### config.mk
export PLATFORM = sky130hd
export DESIGN_NAME = fpga_demo_loader
export DESIGN_NICKNAME = d
export VERILOG_FILES = /design/src/rtl/fpga_demo_loader.sv
export SDC_FILE = /design/constraint.sdc
export NUM_CORES = 1
export LEC_CHECK = 0
export ABC_CLOCK_PERIOD_IN_PS = 2890
export BUFFER_PORTS_ARGS = -buffer_cell sky130_fd_sc_hd__buf_4
export CAP_MARGIN = 0
export CORE_MARGIN = 4
export CORE_UTILIZATION = 60
export CTS_BUF_LIST = sky130_fd_sc_hd__clkbuf_4 sky130_fd_sc_hd__clkbuf_8 sky130_fd_sc_hd__clkbuf_16
export DETAILED_ROUTE_END_ITERATION = 8
export PLACE_DENSITY = 0.85
export SYNTH_ARGS = -nofsm -noshare
export SYNTH_HDL_FRONTEND = slang
export SYNTH_SLANG_ARGS = --single-unit
### constraint.sdc
create_clock -name clk -period 2.89 [get_ports clk]
set_clock_uncertainty 0.15 [all_clocks]
set_input_delay 0.1445 -clock clk [delete_from_list [all_inputs] [get_ports clk]]
set_output_delay 0.1445 -clock clk [all_outputs]
set_load 0.02 [all_outputs]
### src/rtl/fpga_demo_loader.sv
// Host-side driver for the tiny processor demo: holds it in reset, shifts in a built-in
// program over a mode-tagged serial link, waits for done, then runs and steps the display.
module fpga_demo_loader #(
  parameter int unsigned CLK_DIV    = 2,
  parameter int unsigned WORD_W     = 8,
  parameter int unsigned PROG_WORDS = 16,
  parameter int unsigned RST_CYC    = 4,
  parameter int unsigned DISP_HOLD  = 8
) (
  input  logic       clk,
  input  logic       rst_n,
  input  logic       drive,
  input  logic       done_in,
  output logic       sclk_out,
  output logic       rst_n_out,
  output logic       mosi_out,
  output logic [1:0] mode_out,
  output logic       display_on,
  output logic       lsB,
  output logic [3:0] addr_in
);

  localparam int unsigned TOTAL_BITS = PROG_WORDS * WORD_W;
  localparam int unsigned CNT_W      = (TOTAL_BITS > 1) ? $clog2(TOTAL_BITS) : 1;
  localparam int unsigned DIV_W      = (CLK_DIV > 1) ? $clog2(CLK_DIV) : 1;
  localparam int unsigned RST_W      = $clog2(RST_CYC + 1);
  localparam int unsigned DISP_W     = (DISP_HOLD > 1) ? $clog2(DISP_HOLD) : 1;

  localparam logic [1:0] MODE_IDLE = 2'b00;
  localparam logic [1:0] MODE_LOAD = 2'b01;
  localparam logic [1:0] MODE_RUN  = 2'b11;

  typedef enum logic [2:0] {
    S_IDLE,
    S_RST_HOLD,
    S_LOAD,
    S_WAIT_DONE,
    S_RUN
  } state_t;

  state_t             state;
  logic [DIV_W-1:0]   div_cnt;
  logic [RST_W-1:0]   rst_cnt;
  logic [CNT_W-1:0]   bit_cnt;
  logic [DISP_W-1:0]  disp_cnt;
  logic               done_meta;
  logic               done_sync;
  logic               sclk_fall_c;

  // Built-in demo program; words beyond the table read as zero.
  function automatic logic [WORD_W-1:0] rom_word(input int unsigned idx);
    logic [7:0] b;
    case (idx)
      0:       b = 8'h3C;
      1:       b = 8'hA5;
      2:       b = 8'h01;
      3:       b = 8'hF0;
      4:       b = 8'h7E;
      5:       b = 8'h81;
      6:       b = 8'h5A;
      7:       b = 8'hC3;
      8:       b = 8'h12;
      9:       b = 8'h34;
      10:      b = 8'h56;
      11:      b = 8'h78;
      12:      b = 8'h9A;
      13:      b = 8'hBC;
      14:      b = 8'hDE;
      15:      b = 8'hFF;
      default: b = 8'h00;
    endcase
    return WORD_W'(b);
  endfunction

  // Word-major, MSB-first bit of the serial program stream.
  function automatic logic stream_bit(input logic [CNT_W-1:0] idx);
    int unsigned       pos;
    logic [WORD_W-1:0] w;
    pos = 32'(idx);
    w   = rom_word(pos / WORD_W) >> (WORD_W - 1 - (pos % WORD_W));
    return w[0];
  endfunction

  assign sclk_fall_c = sclk_out && (div_cnt == DIV_W'(CLK_DIV - 1));

  // done_in comes from the sclk domain; two-flop synchronizer.
  always_ff @(posedge clk or negedge rst_n) begin
    if (!rst_n) begin
      done_meta <= 1'b0;
      done_sync <= 1'b0;
    end else begin
      done_meta <= done_in;
      done_sync <= done_meta;
    end
  end

  always_ff @(posedge clk or negedge rst_n) begin
    if (!rst_n) begin
      state      <= S_IDLE;
      div_cnt    <= '0;
      rst_cnt    <= '0;
      bit_cnt    <= '0;
      disp_cnt   <= '0;
      sclk_out   <= 1'b0;
      rst_n_out  <= 1'b0;
      mosi_out   <= 1'b0;
      mode_out   <= MODE_IDLE;
      display_on <= 1'b0;
      lsB        <= 1'b0;
      addr_in    <= 4'd0;
    end else if (state != S_IDLE && !drive) begin
      state      <= S_IDLE;
      div_cnt    <= '0;
      rst_cnt    <= '0;
      bit_cnt    <= '0;
      disp_cnt   <= '0;
      sclk_out   <= 1'b0;
      rst_n_out  <= 1'b0;
      mosi_out   <= 1'b0;
      mode_out   <= MODE_IDLE;
      display_on <= 1'b0;
      lsB        <= 1'b0;
      addr_in    <= 4'd0;
    end else begin
      // Processor clock runs in every state except IDLE.
      if (state == S_IDLE) begin
        div_cnt  <= '0;
        sclk_out <= 1'b0;
      end else if (div_cnt == DIV_W'(CLK_DIV - 1)) begin
        div_cnt  <= '0;
        sclk_out <= ~sclk_out;
      end else begin
        div_cnt <= div_cnt + 1'b1;
      end

      case (state)
        S_IDLE: begin
          if (drive) state <= S_RST_HOLD;
        end
        S_RST_HOLD: begin
          if (sclk_fall_c) begin
            if (rst_cnt == RST_W'(RST_CYC - 1)) begin
              rst_n_out <= 1'b1;
              mode_out  <= MODE_LOAD;
              bit_cnt   <= '0;
              mosi_out  <= stream_bit('0);
              state     <= S_LOAD;
            end else begin
              rst_cnt <= rst_cnt + 1'b1;
            end
          end
        end
        S_LOAD: begin
          if (sclk_fall_c) begin
            if (bit_cnt == CNT_W'(TOTAL_BITS - 1)) begin
              mosi_out <= 1'b0;
              state    <= S_WAIT_DONE;
            end else begin
              bit_cnt  <= bit_cnt + 1'b1;
              mosi_out <= stream_bit(bit_cnt + 1'b1);
            end
          end
        end
        S_WAIT_DONE: begin
          if (sclk_fall_c && done_sync) begin
            mode_out   <= MODE_RUN;
            display_on <= 1'b1;
            disp_cnt   <= '0;
            lsB        <= 1'b0;
            addr_in    <= 4'd0;
            state      <= S_RUN;
          end
        end
        S_RUN: begin
          // lsB toggles every DISP_HOLD clocks; address advances when lsB wraps.
          if (disp_cnt == DISP_W'(DISP_HOLD - 1)) begin
            disp_cnt <= '0;
            lsB      <= ~lsB;
            if (lsB) addr_in <= addr_in + 4'd1;
          end else begin
            disp_cnt <= disp_cnt + 1'b1;
          end
        end
        default: state <= S_IDLE;
      endcase
    end
  end

endmodule

==> results of run 1 <==
[cells by family (layout without fill, tap and decap cells)]
group           after synthesis  in the layout  synth area share
xor+xnor                      8              8            0.0330
fa+ha+maj                     6              6            0.0354
simple gates                118            118             0.286
flops                        30             30             0.354
compound gates               72             72             0.229
mux                           2              2            0.0100
buf+inv                      21             33            0.0525
[cells in the mapped netlist, types with 5 or more instances]
library cell / instances
nor3_1: 5
and3_1: 9
nand2_1: 32
nand3_1: 10
a21oi_1: 8
ha_1: 6
dfrtp_1: 30
buf_2: 11
nand2b_1: 10
nor2_1: 28
o31ai_1: 6
o21ai_0: 25
[power groups by stage]
stage | clock network, uW | registers, uW | logic [uW]
final | 269 | 463 | 108
after global routing | 301 | 466 | 126
after CTS | 278 | 463 | 110
after detailed placement | 0 | 471 | 102
after global placement | 0 | 469 | 97.5
after floorplan | 0 | 474 | 59.1
[state kept, by name, summed over array words and instances, names as in the netlist, 2 cells and up]
register,cells
mode_out,2
state,3
disp_cnt,3
rst_cnt,3
bit_cnt,7
addr_in,4
[worst max path at each step]
| stage | startpoint | to | slack, ps | cells past startpoint |
|---|---|---|---|---|
| global route | bit_cnt[0] | bit_cnt[2] | 380 | 7 |
| detailed placement | bit_cnt[0] | mosi_out | 640 | 8 |
| finish | bit_cnt[4] | bit_cnt[5] | 520 | 6 |
| CTS | bit_cnt[0] | mosi_out | 620 | 8 |
| floorplan | bit_cnt[1] | mosi_out | 840 | 8 |
| global placement | bit_cnt[0] | mosi_out | 660 | 8 |
[critical path, stage by stage (launching register included)]
cell,delay (ps)
dfrtp_1,730
and4_1,410
nand3_1,180
nand3_1,400
nor2_1,70
o21ai_0,160
o31ai_1,120
[per-layer routing]
metal  up-vias  part of all wire
li1        959                 -
met1       928              0.43
met2        89              0.48
met3        11             0.072
met4         0             0.015
met5         -                 0
[layout make-up]
class / count / area (sq um) / share of cell area
multi-input cells: 206 / 1260 / 0.545
flip-flops and latches: 30 / 751 / 0.325
repair buffers: 21 / 165 / 0.0714
clock buffers: 7 / 58.8 / 0.0254
well taps: 46 / 57.6 / 0.0249
inverters: 4 / 15.0 / 0.00649
clock inverters: 1 / 5.00 / 0.00216
[stage by stage]
stage	cells	hold WS (ps)
3_5_place_dp	304	-58.0
3_3_place_gp	304	-59.9
6_report	315	149
5_1_grt	315	165
2_1_floorplan	257	-301
4_1_cts	315	132
==> impl_metrics.json, run 1 <==
{
  "status": "finished, final reports clean",
  "grt_pass1_wl_mm": 8.54,
  "port_buffers": 14,
  "place_congestion": 0.954,
  "ys_top_cells_by_area": "dfrtp_1, o21ai_0, nand2_1, nor2_1, ha_1",
  "die_h_microns": 67.5,
  "synthArstFlopShare": 1.00,
  "critPathCaptureType": "flip-flop",
  "n_fill_cell": 288,
  "overflow": 0,
  "use_met3": 0.0516,
  "track_usage": 0.243,
  "p_sw_frac": 0.269,
  "yosys.area.top_type": "dfrtp_1",
  "drtAntennaViolNets": 0,
  "syn_area_per_cell_sq_um": 8.26,
  "switching_power_uw": 226,
  "numCtsBuffers": 5,
  "final_max_slew_viol_count": 0,
  "rsz0062_at_grt": "false",
  "final_cell_mix": "nand2_1, dfrtp_1, nor2_1, o21ai_0, buf_4",
  "post_cts_buffers": 0,
  "dp_hpwl_mm": 3.34,
  "yosysWarnings": 0,
  "drv_cap": 0,
  "cts_max_level": 2,
  "drc_errors": 0,
  "wire_per_inst_microns": 15.4,
  "root_buffer": "clkbuf_4",
  "comb_power_share": 0.129,
  "syn_inst": 257,
  "cp-start-kind": "flip-flop",
  "syn_area_sq_um": 2120,
  "dp_slack_ps": 639,
  "dpl_cell_area_sq_um": 2220,
  "use_met2": 0.386,
  "vias_per_cell": 6.31,
  "clk_pin_slew_worst_paths_ps": 100,
  "gr-usage-met1": 0.327,
  "synthFlopType": "dfrtp_1",
  "initial_core_util": 0.631,
  "setup_violations": 0,
  "ys_types": 59,
  "power_density_nw_per_um2": 363,
  "ctsResizeCount": 0,
  "n_antenna_cell": 0,
  "nets": 278,
  "required_ps": 2920,
  "final_area_sq_um": 2310,
  "worst_pin_slew_ps": 655,
  "drt_iter0_markers": 206,
  "fin_crit_ps": 2370,
  "insertion_delay_ps": 320,
  "core-area_sq_um": 3360,
  "crit_type": "reg2reg",
  "synth_seq_cells": 30,
  "setup_tns_ps": 0,
  "numClockSinks": 30,
  "fin_util": 0.688,
  "drt_first_pass_iters": 5,
  "grt_max_degree": 31,
  "r2r_end": "bit_cnt[5]",
  "antenna_found_initial": 0,
  "finalWirelength_mm": 4.84,
  "finalHoldViolCount": 0,
  "final_common_cell": "nand2_1",
  "r2r_cells": 6,
  "postCtsHoldBufs": 3,
  "p_int_uw": 615,
  "max_slew_margin": 0.564,
  "fmax_mhz": 423,
  "drive_above_1_share": 0.126,
  "cp.arrival_ps": 2390,
  "crit_fanout": 19,
  "grt_pass1_vias": 1924,
  "cts_tree": "yes",
  "num_vias": 1987,
  "p_clk_frac": 0.321,
  "area_delta_synth_final_pct": 8.96,
  "fin_ws_ps": 525,
  "hold_path.class": "in2async",
  "vdd_drop_max_mv": 0.346,
  "ys_seq_area_frac": 0.354,
  "die_w_microns": 67.5,
  "p_leak_uw": 0.00105,
  "die-area_sq_um": 4550,
  "cts.path.max_buffers": 2,
  "syn_nets": 267,
  "synth.top_cell.area_share": 0.354,
  "gr-max-usage-layer": "met2",
  "ff2ff_setup_slack_ps": 520,
  "timing.rr.start": "bit_cnt[4]",
  "row_count": 21,
  "io_pins": 15,
  "synth_edf_count": 0,
  "period_share": 0.818,
  "pwr-share-seq": 0.551,
  "total_power_uw": 840
}
Power figures use the tool's default switching activity.
==> inputs of run 2 (changes only) <==
ABC_CLOCK_PERIOD_IN_PS = 2400   (was 2890)
clock period = 2.4 ns   (was 2.89 ns; I/O delays follow)
==> run 2 against run 1 <==
Net effect:
- sequential share of layout area down 0.69 points
- global-route usage increased by 0.56 points
- combinational power grew 19%
- final cell count is 1.6% higher
- setup slack lost 360 ps
- total power rose by 16%
- utilization increased by 1.5 points
- cell area is 2.2% higher
- first-iteration DRC count is 17% lower
- critical path type unchanged
- critical endpoint is now mosi_out
==> impl_metrics.json, run 2 (same netlist as run 1, synthesis figures left out) <==
{
  "status": "finished, final reports clean",
  "ff2ff_setup_slack_ps": 160,
  "top_register": "bit_cnt",
  "critPathCaptureType": "flip-flop",
  "drc_errors": 0,
  "final_area_sq_um": 2360,
  "cts_tree": "yes",
  "row_count": 21,
  "root_buffer": "clkbuf_4",
  "fin_crit_ps": 2240,
  "post_cts_buffers": 0,
  "drt_first_pass_iters": 5,
  "crit_fanout": 9,
  "power_density_nw_per_um2": 413,
  "grt_max_degree": 31,
  "final_cell_mix": "nand2_1, dfrtp_1, nor2_1, o21ai_0, buf_4",
  "path_delay_family": "simple AND/OR/NAND/NOR gates",
  "place_congestion": 0.964,
  "vdd_drop_max_mv": 0.499,
  "area_delta_synth_final_pct": 11.3,
  "required_ps": 2460,
  "numCtsBuffers": 5,
  "cts_max_level": 2,
  "grt_pass1_wl_mm": 8.66,
  "io_pins": 15,
  "crit_path_max_incr_delay_ps": 430,
  "max_slew_margin": 0.649,
  "clk_pin_slew_worst_paths_ps": 90,
  "p_leak_uw": 0.00108,
  "vias_per_cell": 6.24,
  "period_share": 0.933,
  "crit_type": "reg2reg",
  "drive_above_1_share": 0.146,
  "num_vias": 1996,
  "largest_reg_flops": 7,
  "cp-start-kind": "flip-flop",
  "final_common_cell": "nand2_1",
  "n_fill_cell": 253,
  "insertion_delay_ps": 330,
  "dpl_cell_area_sq_um": 2260,
  "drv_cap": 0,
  "port_buffers": 14,
  "fmax_mhz": 447,
  "n_antenna_cell": 0,
  "die-area_sq_um": 4550,
  "critPathSlowestCell": "dfrtp_1",
  "hold_path.class": "in2async",
  "initial_core_util": 0.631,
  "numClockSinks": 30,
  "die_w_microns": 67.5,
  "setup_tns_ps": 0,
  "nets": 284,
  "cp.arrival_ps": 2300,
  "core-area_sq_um": 3360,
  "rsz0062_at_grt": "false",
  "antenna_found_initial": 0,
  "dp_hpwl_mm": 3.42,
  "drt_iter0_markers": 170,
  "die_h_microns": 67.5,
  "critPathBufInv": 0,
  "finalWirelength_mm": 4.85,
  "grt_pass1_vias": 1934,
  "wire_per_inst_microns": 15.1,
  "finalHoldViolCount": 0,
  "final_max_slew_viol_count": 0,
  "cts.path.max_buffers": 2,
  "cp_cell_sequence": "ha_1, and4_1, a32oi_1, and2_1, o311ai_1, nor4_1, nor3_1",
  "worst_pin_slew_ps": 527,
  "overflow": 0,
  "setup_violations": 0,
  "track_usage": 0.248,
  "drtAntennaViolNets": 0,
  "reg_top3": "bit_cnt (7), addr_in (4)"
}
-- run 2: worst paths after layout --
path,from,endpoint,depth (start not counted)
hold reg to reg,done_meta,done_sync,0
max in group asynchronous,rst_n,bit_cnt[0],2
setup / recovery,bit_cnt[0],mosi_out,7
setup reg to reg,bit_cnt[0],mosi_out,7
min in group clk,done_meta,done_sync,0
hold / removal,rst_n,mode_out[0],2
-- run 2: area by class of cell --
type | instances | area (sq um) | area share
Clock buffer | 7 | 52.6 | 0.0222
Inverter | 4 | 15.0 | 0.00636
Multi-Input combinational cell | 206 | 1280 | 0.540
Sequential cell | 30 | 751 | 0.318
Tap cell | 46 | 57.6 | 0.0244
Timing Repair Buffer | 27 | 210 | 0.0890
-- run 2: timing repair --
action	4_1_cts	5_1_grt
setup endpoints to repair	0	2
endpoints found under the hold margin	34	0
hold buffers	3	0
resized for setup	0	2
-- run 2: report_power, final --
group	total, uW	internal [uW]	switching, uW
Combinational	129	51.1	77.6
Sequential	557	535	22.1
Clock	290	133	157
Total	976	719	257
-- run 2: stage by stage --
step	worst slack (ps)	hold WS [ps]	util	power [uW]	std cells
finish	160	115	0.702	976	320
CTS	158	98.3	0.698	980	320
global placement	194	-86.7	0.673	682	310
global route	11.6	131	0.702	1030	320
detailed placement	158	-87.9	0.673	689	310
floorplan	351	-326	-	642	257
-- run 2: routing by layer --
layer  vias up  track usage  wire [microns]
met3        12       0.0599             392
met1       923        0.327            2120
met5         -            0               0
met2        92        0.382            2270
met4         0        0.116              73
li1        969            -               -
